===== config.mk =====
export PLATFORM = sky130hd
export DESIGN_NAME = redun_mont_sched
export DESIGN_NICKNAME = d
export VERILOG_FILES = /design/src/rtl/redun_mont_sched.sv
export SDC_FILE = /design/constraint.sdc
export NUM_CORES = 1
export LEC_CHECK = 0
export CAP_MARGIN = 0
export CORE_MARGIN = 4
export CORE_UTILIZATION = 50
export CTS_CLUSTER_DIAMETER = 100
export DETAILED_ROUTE_END_ITERATION = 7
export PLACE_DENSITY_LB_ADDON = 0.15
export SKIP_LAST_GASP = 1
export SYNTH_ARGS = -nofsm -noshare
export SYNTH_HDL_FRONTEND = slang
export SYNTH_SLANG_ARGS = --single-unit

===== constraint.sdc =====
create_clock -name i_clk -period 4.6 [get_ports i_clk]
set_input_delay 0.46 -clock i_clk [delete_from_list [all_inputs] [get_ports i_clk]]
set_output_delay 0.46 -clock i_clk [all_outputs]
set_load 0.005 [all_outputs]

===== src/rtl/redun_mont_sched.sv =====
// Iteration sequencer for the redundant-form Montgomery squarer: squares a seed T times and reports the result.
// Optional watchdog on the squarer response is compiled in with `define REDUN_MONT_SCHED_TIMEOUT_EN.
package redun_mont_sched_pkg;
  localparam int REDUN_W = 64;
  typedef logic [REDUN_W-1:0] redun0_t;
endpackage

module redun_mont_sched
  import redun_mont_sched_pkg::*;
#(
  parameter int CNT_W       = 64,
  parameter int TIMEOUT_CYC = 1024
) (
  input  logic             i_clk,
  input  logic             i_rst_n,
  input  logic             i_start,
  input  redun0_t          i_sq,
  input  logic [CNT_W-1:0] i_iter,
  input  logic             i_abort,
  output logic             o_busy,
  output logic             o_done,
  output redun0_t          o_result,
  output logic             o_err,
  output logic [CNT_W-1:0] o_iter_cnt,
  output redun0_t          o_mont_sq,
  output logic             o_mont_val,
  input  redun0_t          i_mont_mul,
  input  logic             i_mont_val,
  input  logic             i_mont_overflow
);

  typedef enum logic [1:0] {IDLE, ISSUE, WAIT, DONE} state_t;

  state_t           state;
  logic [CNT_W-1:0] iter_t;
  logic [CNT_W-1:0] cnt_inc;

`ifdef REDUN_MONT_SCHED_TIMEOUT_EN
  localparam int WD_W = $clog2(TIMEOUT_CYC + 1);
  logic [WD_W-1:0] wd_cnt;
`endif

  assign cnt_inc = o_iter_cnt + CNT_W'(1);

  // o_mont_sq doubles as the operand register: it only moves while o_mont_val is low.
  always_ff @(posedge i_clk or negedge i_rst_n) begin
    if (!i_rst_n) begin
      state      <= IDLE;
      iter_t     <= '0;
      o_busy     <= 1'b0;
      o_done     <= 1'b0;
      o_result   <= '0;
      o_err      <= 1'b0;
      o_iter_cnt <= '0;
      o_mont_sq  <= '0;
      o_mont_val <= 1'b0;
`ifdef REDUN_MONT_SCHED_TIMEOUT_EN
      wd_cnt     <= '0;
`endif
    end else begin
      o_done     <= 1'b0;
      o_mont_val <= 1'b0;
      case (state)
        IDLE: begin
          if (i_start) begin
            o_mont_sq  <= i_sq;
            iter_t     <= i_iter;
            o_iter_cnt <= '0;
            o_err      <= 1'b0;
            o_busy     <= 1'b1;
            if (i_iter == '0) begin
              o_result <= i_sq;
              o_done   <= 1'b1;
              state    <= DONE;
            end else begin
              o_mont_val <= 1'b1;
              state      <= ISSUE;
            end
          end
        end
        ISSUE: begin
          if (i_abort) begin
            o_busy <= 1'b0;
            state  <= IDLE;
          end else begin
`ifdef REDUN_MONT_SCHED_TIMEOUT_EN
            wd_cnt <= '0;
`endif
            state  <= WAIT;
          end
        end
        WAIT: begin
          if (i_abort) begin
            o_busy <= 1'b0;
            state  <= IDLE;
          end else if (i_mont_val) begin
            o_mont_sq  <= i_mont_mul;
            o_iter_cnt <= cnt_inc;
            if (i_mont_overflow || (cnt_inc == iter_t)) begin
              o_err    <= i_mont_overflow;
              o_result <= i_mont_mul;
              o_done   <= 1'b1;
              state    <= DONE;
            end else begin
              o_mont_val <= 1'b1;
              state      <= ISSUE;
            end
          end
`ifdef REDUN_MONT_SCHED_TIMEOUT_EN
          else if (wd_cnt == WD_W'(TIMEOUT_CYC - 1)) begin
            o_err    <= 1'b1;
            o_result <= o_mont_sq;
            o_done   <= 1'b1;
            state    <= DONE;
          end else begin
            wd_cnt <= wd_cnt + WD_W'(1);
          end
`endif
        end
        DONE: begin
          o_busy <= 1'b0;
          state  <= IDLE;
        end
        default: state <= IDLE;
      endcase
    end
  end

endmodule


[Word level (Yosys, flattened, before mapping)]
Cells that the tools add are included.
Cells by class
  add/subtract/negate cells: 1
  eq/ne operators: 11
  multiplexer cells: 41
  reductions and logical operators: 11
Operators with widths (count)
  $mux 64: 11
  $pmux 64 s2: 3
  $add 64x1->64 const B: 1
  $eq 64x64->1: 1
  $logic_not 64->1: 1
  $mux 1: 16
  $mux 2: 6
  $ne 2x2->1 const B: 5
  $pmux 2 s4: 1
  $pmux 1 s2: 3
  $reduce_and 2->1: 3
  $reduce_and 6->1: 1
  $reduce_and 5->1: 1
  $eq 2x2->1 const B: 2
  $reduce_and 4->1: 1
  $ne 3x3->1 const B: 1
  $pmux 1 s3: 1
  $eq 2x1->1 const B: 1
  $logic_not 2->1: 1
  $ne 2x1->1 const B: 1
  $reduce_bool 2->1: 1
  $reduce_or 2->1: 1
  $logic_or 1x1->1: 1
Storage, ports and cells
  register bits: 262
  bits of input ports: 198
  output and inout port bits: 196

[Longest topological paths before layout]
Gate-level depths: netlist of the first run.
  word-level depth: 7
  depth in mapped cells: 15

[Least setup slack after synthesis of the first run]
No wires, ideal clock.
  path type: register to register
  start: register o_iter_cnt[33]
  end: register o_result[35]
  setup time: 0.129 ns
  arrival: 3.517 ns
  data required time: 4.471 ns
  path slack: 0.955 ns
  cell stages (with the launch flop): 14
  cell sequence: dfrtp_1 > clkbuf_1 > nand4_1 > or3_1 > clkbuf_1 > or3_1 > or4_1 > xnor2_1 > nor4_1 > nand4_1 > clkbuf_1 > buf_1 > o211ai_1 > nand3b_1
Between the ends
  cells in the longest elaborated chain, start to end: 5
RTL lines
  start, declared: line 24  | output logic [CNT_W-1:0] o_iter_cnt,
  start signal, assigned: line 98  | o_iter_cnt <= cnt_inc;
  $add 64x1->64: line 43  | assign cnt_inc = o_iter_cnt + CNT_W'(1);
  $eq 64x64->1: line 99  | if (i_mont_overflow || (cnt_inc == iter_t)) begin
  $logic_or 1x1->1: line 99
  $ne 2x2->1 (no source line)
  $reduce_and 6->1 (no source line)
  end signal, assigned: line 72  | o_result <= i_sq;
  end signal, assigned: line 101  | o_result <= i_mont_mul;
  end, declared: line 22  | output redun0_t o_result,
Every way passes these cells.
A chain may end at the register's enable or synchronous reset.

[Worst setup path in the final report of the first run]
  start: register o_iter_cnt[29]
  end: register o_result[35]
The elaborated chain is that of the path after synthesis.

==> results of run 1 <==
==> power groups by stage <==
stage | Clock [mW] | Combinational, mW | Sequential [mW]
2_1_floorplan | 0 | 2.90 | 3.79
4_1_cts | 2.39 | 5.34 | 3.88
5_1_grt | 2.49 | 5.84 | 4.01
3_5_place_dp | 0 | 5.31 | 3.90
6_report | 2.36 | 5.34 | 3.89
3_3_place_gp | 0 | 5.15 | 3.86
==> metal layers <==
metal / track usage [%] / vias to the layer above
met3: 7.50 / 118
li1: - / 7124
met1: 45.7 / 7439
met4: 8.52 / 0
met5: 0 / -
met2: 49.7 / 781
==> cells by family (layout without fill, tap and decap cells) <==
kind of cell             count (synthesis)  in the layout  share of synthesized area, %
buffers and inverters                  169            541                          4.68
flip-flops                             262            262                          42.3
AO/OA/AOI/OAI                          405            405                          15.9
adder cells (fa/ha/maj)                  4              4                         0.323
XOR/XNOR                                88             88                          4.97
AND/OR/NAND/NOR                        655            655                          22.7
multiplexers                           134            134                          9.16
==> cell usage in the layout, fill, tap and decap left out, types with 6 or more instances in the layout <==
master             n
nand3_1           47
buf_4             67
or4_1             15
and4_1            11
clkbuf_1           8
xnor2_1           54
o31ai_1           23
or3_1              7
inv_1             17
buf_12            10
o41ai_1           13
clkbuf_16         29
nand3b_1          65
xor2_1            34
mux2i_1           70
nor4_1           113
clkinv_2           6
nand2_1          174
nor2_1            53
and3_1             9
a21oi_1          102
clkdlybuf4s50_1  392
o211ai_1          68
mux2_2            64
o21ai_0          145
nand2b_1           8
nor3_1            89
dfrtp_1          261
nand4_1           35
o22ai_1            6
a31oi_1           11
clkbuf_8           8
==> state kept, by name (all words and copies together) (netlist names), 2 cells and up <==
register	flops
o_mont_sq	64
o_result	64
iter_t	64
o_iter_cnt	64
state	2
==> final cells by class <==
cell class	count	area [um^2]
Inverter	18	67.6
Tap cell	396	495
Multi-Input combinational cell	1286	8280
Fill cell	2461	9590
Clock buffer	45	866
Clock inverter	8	90.1
Sequential cell	262	6560
Timing Repair Buffer	470	4640
==> worst max path at each step <==
stage,from,to,slack (ps),cells after the start
floorplan,o_iter_cnt[33],o_result[35],950,13
global placement,o_iter_cnt[10],o_result[58],530,11
detailed placement,o_iter_cnt[10],o_result[42],360,11
CTS,o_iter_cnt[10],o_result[35],300,11
global route,o_iter_cnt[11],o_result[14],90,11
finish,o_iter_cnt[29],o_result[35],310,12
==> worst max-delay path, delay by kind of cell (launching register included) <==
family | cells | cell delay (ps)
xor+xnor | 1 | 160
buf+inv | 3 | 620
flops | 1 | 580
simple gates | 8 | 2820
==> summary.md, run 1 <==
| Metric | Value |
|---|---|
| Sw frac | 37.8% |
| Num CTS Buffers | 29 |
| Total clock sinks | 262 |
| Syn. warnings | 0 |
| Gr usage total | 32.1% |
| Cells resized by post-CTS repair | 0 |
| WL met1 | 23,000 um |
| Area of the die | 33,900 um^2 |
| # Post-CTS Setup Buffers | 0 |
| Crit share post-route | 93.3% |
| Pwr Total | 11.6 mW |
| Psw | 4.38 mW |
| HP Class | input pin to async pin |
| Reg-to-reg setup timing slack | 310 ps |
| Setup TNS | 0 ps |
| First drt pass iteration count | 6 |
| IO buf count | 393 |
| Number of vias per cell | 6.22 |
| WS Path Type | flop to flop |
| Die X | 184 um |
| Yosys top cell area share | 42.3% |
| Final setup margin | 307 ps |
| Area post-placement | 20,000 um^2 |
| Total of max-cap violations | 0 |
| Place WS | 355 ps |
| Synth unique cells | 66 |
| Diode count | 0 |
| Final wirelength | 56,000 um |
| Met3 Routed Length | 6020 um |
| Total congestion overflow | 0 |
| H-tree depth reported by CTS | 1 |
| Logic pwr share | 46.1% |
| R2R Path End | o_result[35] |
| Synth Cell Area | 15,500 um^2 |
| Fraction of layout cells with a size suffix above 1 | 9.91% |
| Met2 WL post-DR | 25,200 um |
| Leakage power | 7.92 nW |
| Post-layout util | 68.6% |
| Hold_ws | 15.0 ps |
| Final Max Tran Viols | 0 |
| DRC violations left | 0 |
| Top cells by count, synth | 262 x dfrtp_1, 177 x nand2_1, 145 x o21ai_0 |
| Slew HR | 21.3% |
| Internal power | 7.21 mW |
| RR Startpoint | o_iter_cnt[29] |
| Top sig layer | met4 |
| Final instance area | 21,000 um^2 |
| Root Buffer | clkbuf_16 |
| Avg Cell Area, Syn | 9.03 um^2 |
| Cell count after placement | 2,432 |
| Worst-Margin Slew | 1180 ps |
| Final Setup Violations | 0 |
| Chip height | 184 um |
| Max frequency | 0.233 GHz |
| Clk_lat worst skew | 560 ps |
| Largest net degree at the start of global routing | 123 |
| Area leader, netlist | dfrtp_1 |
| Fraction of registers with async set/reset | 100% |
| CP cell instances | nand4_1 -> or3_1 -> or3_1 -> or4_1 -> xnor2_1 -> nor4_1 -> buf_4 -> nand4_1 -> buf_4 -> buf_12 -> nor4_1 -> nand3b_1 |
| Drt wl/cell | 22.5 um |
| Cell Count, Final, Fillers Out | 2,485 |
| Max rail drop VDD | 0.367 mV |
| Register share of total power | 33.6% |
| Clk buf depth | 3 |
| Clk slew on worst S/H paths | 70 ps |
| Core box area | 30,600 um^2 |
| Crit. End Element | flop |
| Vias | 15,500 |
| RSZ-0062 raised after global routing | false |
| Ranking of synthesized cells by area | dfrtp_1 42%, o21ai_0 4.7%, mux2_2 4.6% |
| CTS tree | built |
| Worst Reg-to-Reg Cells | 12 |
| Row count | 64 |
| Gate Count Post-Synth | 1,717 |
| Number of I/O pins | 394 |
| DRT antenna net count | 0 |
| Critical-path top delay cell | or3_1 |
| Startpoint Class | flop |
| Dpl hpwl | 41,100 um |
| CP max stage delay | 600 ps |
| Clk pwr share | 20.4% |
| Count leader, synth | dfrtp_1 |
| Outcome | finished, final reports clean |
| Pwr/cell area | 552 nW/um^2 |
| Seq cells post-synth | 262 |
| GPL Wtd Cong | 1.01 |
| Area grow syn2layout | 35.4% |
| Initial Util | 50.7% |
| Max Clock Skew | 24.9 ps |
| Seq/Total Area, Yosys | 42.3% |
| Synthesized Nets | 1,919 |
| Hold Buf Count CTS | 0 |
| Vias in the first global route | 15,100 |
| Global-route wire length before repair | 87,100 um |
| Final Hold Vio Count | 0 |
| CP max FO | 59 |
| Post-synth EDFFs | 0 |
| 1st-iter DRT viols | 1,624 |
| Post-layout min period | 4290 ps |
| CP Data Arrival Time | 4780 ps |
| Number of nets in the finished design | 2,269 |
| Antenna violations before repair | 0 |
| Prevailing post-synth register cell | dfrtp_1 |
| WP data required | 5080 ps |
Power figures use the tool's default switching activity.
==> inputs of run 2 (changes only) <==
--- a/config.mk
+++ b/config.mk
@@ -6,8 +6,10 @@
 export NUM_CORES = 1
 export LEC_CHECK = 0
 export CAP_MARGIN = 0
+export CELL_PAD_IN_SITES_DETAIL_PLACEMENT = 0
+export CELL_PAD_IN_SITES_GLOBAL_PLACEMENT = 1
 export CORE_MARGIN = 4
-export CORE_UTILIZATION = 50
+export CORE_UTILIZATION = 37
 export CTS_CLUSTER_DIAMETER = 100
 export DETAILED_ROUTE_END_ITERATION = 7
 export PLACE_DENSITY_LB_ADDON = 0.15
==> summary.md, run 2 (synthesized netlist as in run 1, its figures left out) <==
| Metric | Value |
|---|---|
| Outcome | finished, final reports clean |
| Most common cell after layout, fill and taps aside | clkdlybuf4s50_1 |
| Max rail drop VDD | 0.479 mV (+30%) |
| Setup TNS | 0 ps (unchanged) |
| Crit share post-route | 92.6% (-0.73 points) |
| Number of I/O pins | 394 (unchanged) |
| Pwr Total | 11.8 mW (+1.7%) |
| Final Setup Violations | 0 (unchanged) |
| Max frequency | 0.235 GHz (+0.79%) |
| DRC violations left | 0 (unchanged) |
| Max Clock Skew | 12.7 ps (-12.1 ps) |
| CTS tree | built |
| # fillers | 3,883 (+58%) |
| GPL Wtd Cong | 0.944 (-6.2%) |
| Multi-input gate area | 8290 um^2 (+0.18%) |
| Root Buffer | clkbuf_16 |
| Initial Util | 37.7% (-13 points) |
| Grt met1 use | 36.6% (-9.0 points) |
| Final setup margin | 340 ps (+33.6 ps) |
| Gr usage total | 25.8% (-6.3 points) |
| Most frequent cells in the layout | 392 x clkdlybuf4s50_1, 262 x dfrtp_1, 174 x nand2_1 |
| DRT antenna net count | 0 (unchanged) |
| Drt wl/cell | 23.1 um (+2.7%) |
| Global-route wire length before repair | 90,900 um (+4.4%) |
| 1st-iter DRT viols | 1,230 (-24%) |
| WS Path Type | flop to flop |
| IO buf count | 393 (unchanged) |
| Clk slew on worst S/H paths | 50 ps (-20 ps) |
| Crit. End Element | flop |
| Antenna violations before repair | 4 (+4) |
| Chip height | 213 um (+16%) |
| Total clock sinks | 262 (unchanged) |
| Leakage power | 7.89 nW (-0.31%) |
| Row count | 74 (+16%) |
| Worst-Margin Slew | 971 ps (-209 ps) |
| Vias in the first global route | 14,800 (-1.9%) |
| Pwr/cell area | 557 nW/um^2 (+0.83%) |
| Slew HR | 34.6% (+13 points) |
| H-tree depth reported by CTS | 2 (+1) |
| Dpl hpwl | 43,800 um (+6.5%) |
| CP Data Arrival Time | 4670 ps (-110 ps) |
| Total congestion overflow | 0 (unchanged) |
| Fraction of layout cells with a size suffix above 1 | 9.51% (-0.40 points) |
| Number of vias per cell | 5.76 (-7.5%) |
| Die X | 213 um (+16%) |
| Final wirelength | 60,500 um (+8.1%) |
| R2R Path End | o_mont_val |
| Final Max Tran Viols | 0 (unchanged) |
| Vias | 15,100 (-2.7%) |
| Core box area | 41,100 um^2 (+34%) |
| Hold Path Stages | 2 |
| Post-layout util | 51.5% (-17 points) |
| Reg-to-reg setup timing slack | 340 ps (+30 ps) |
| Area grow syn2layout | 36.5% |
| CP max FO | 129 (+120%) |
| Clk_lat worst skew | 540 ps (-20 ps) |
| First drt pass iteration count | 6 (unchanged) |
| Post-layout min period | 4260 ps (-33.6 ps) |
| Num CTS Buffers | 35 (+21%) |
| HP Start | o_mont_sq[44] |
| Worst Reg-to-Reg Cells | 11 (-1) |
| FF+latch area | 6560 um^2 (about the same) |
| Startpoint Class | flop |
| RR Startpoint | o_iter_cnt[2] |
| Place WS | 245 ps (-110 ps) |
| Busiest grt layer | met2 |
| WP data required | 5010 ps (-70 ps) |
| Worst Setup SP | o_iter_cnt[2] |
| Number of nets in the finished design | 2,262 (-0.31%) |
| RSZ-0062 raised after global routing | false |
| Met3 Use GR | 6.26% (-1.2 points) |
| Total of max-cap violations | 0 (unchanged) |
| Area of the die | 45,300 um^2 (+33%) |
| Met2 Usage GRT | 39.2% (-10 points) |
| HP Class | flop to flop |
| Largest net degree at the start of global routing | 193 (+57%) |
| Hold Path End | o_mont_sq[44] |
| Clk buf depth | 3 (unchanged) |
| Hold_ws | 472 ps (+457 ps) |
| Final Hold Vio Count | 0 (unchanged) |
## run 2: changes by cell type in the layout (fill, tap and decap cells not counted), moves of 2 or more
cell	previous run	this run
clkinvlp_4	0	3
buf_4	67	56
bufinv_16	2	0
clkbuf_16	29	37
clkinv_2	6	3
buf_12	10	7
clkbuf_1	8	10
clkbuf_8	8	6
## run 2: worst max-delay path by stage
stage                               to  cells past startpoint
after floorplan           o_result[35]                     13
after CTS                   o_mont_val                     10
after global placement      o_mont_val                     10
after global routing      o_result[25]                     11
after detailed placement    o_mont_val                     10
final                       o_mont_val                     11
## run 2: report_power, final
group          switching (mW)  internal [mW]
Sequential              0.635           3.22
Combinational            2.77           2.55
Clock                    1.06           1.56
Total                    4.46           7.33
## run 2: critical path, cell delays in order, from the launching register on
cell       delay (ps)
dfrtp_1           620
and4_1            320
buf_4             200
nand4_1           340
or4_1             610
xor2_1            300
o2111ai_1         150
a2111oi_1         480
nand4_1           260
buf_12            330
o21ba_2           290
a31o_1            210
## run 2: layout make-up
type                            instances  share of cell area [%]
Multi-Input combinational cell       1286                    39.2
Clock inverter                          6                   0.177
Timing Repair Buffer                  457                    21.3
Clock buffer                           53                    4.94
Antenna cell                            1                  0.0118
Tap cell                              532                    3.14
Sequential cell                       262                    31.0
Inverter                               18                   0.319
## run 2: what timing repair did
action                                 in CTS  in global routing
setup buffers                               0                  0
setup endpoints to repair                   0                 66
resized for setup                           0                  2
hold buffers                                1                  0
endpoints found under the hold margin       6                  0
## run 2: per-stage QoR
stage	cells	cell area [um^2]
final	2615	21200
after floorplan	1717	15500
after detailed placement	2554	20100
after global routing	2615	21200
after CTS	2614	21200
after global placement	2554	20100
## run 2: per-layer routing
metal / part of all wire, % / wire length (um)
met1: 45 / 27000
met2: 45 / 27000
met5: 0.064 / 39
met4: 2.7 / 1620
met3: 8.1 / 4900
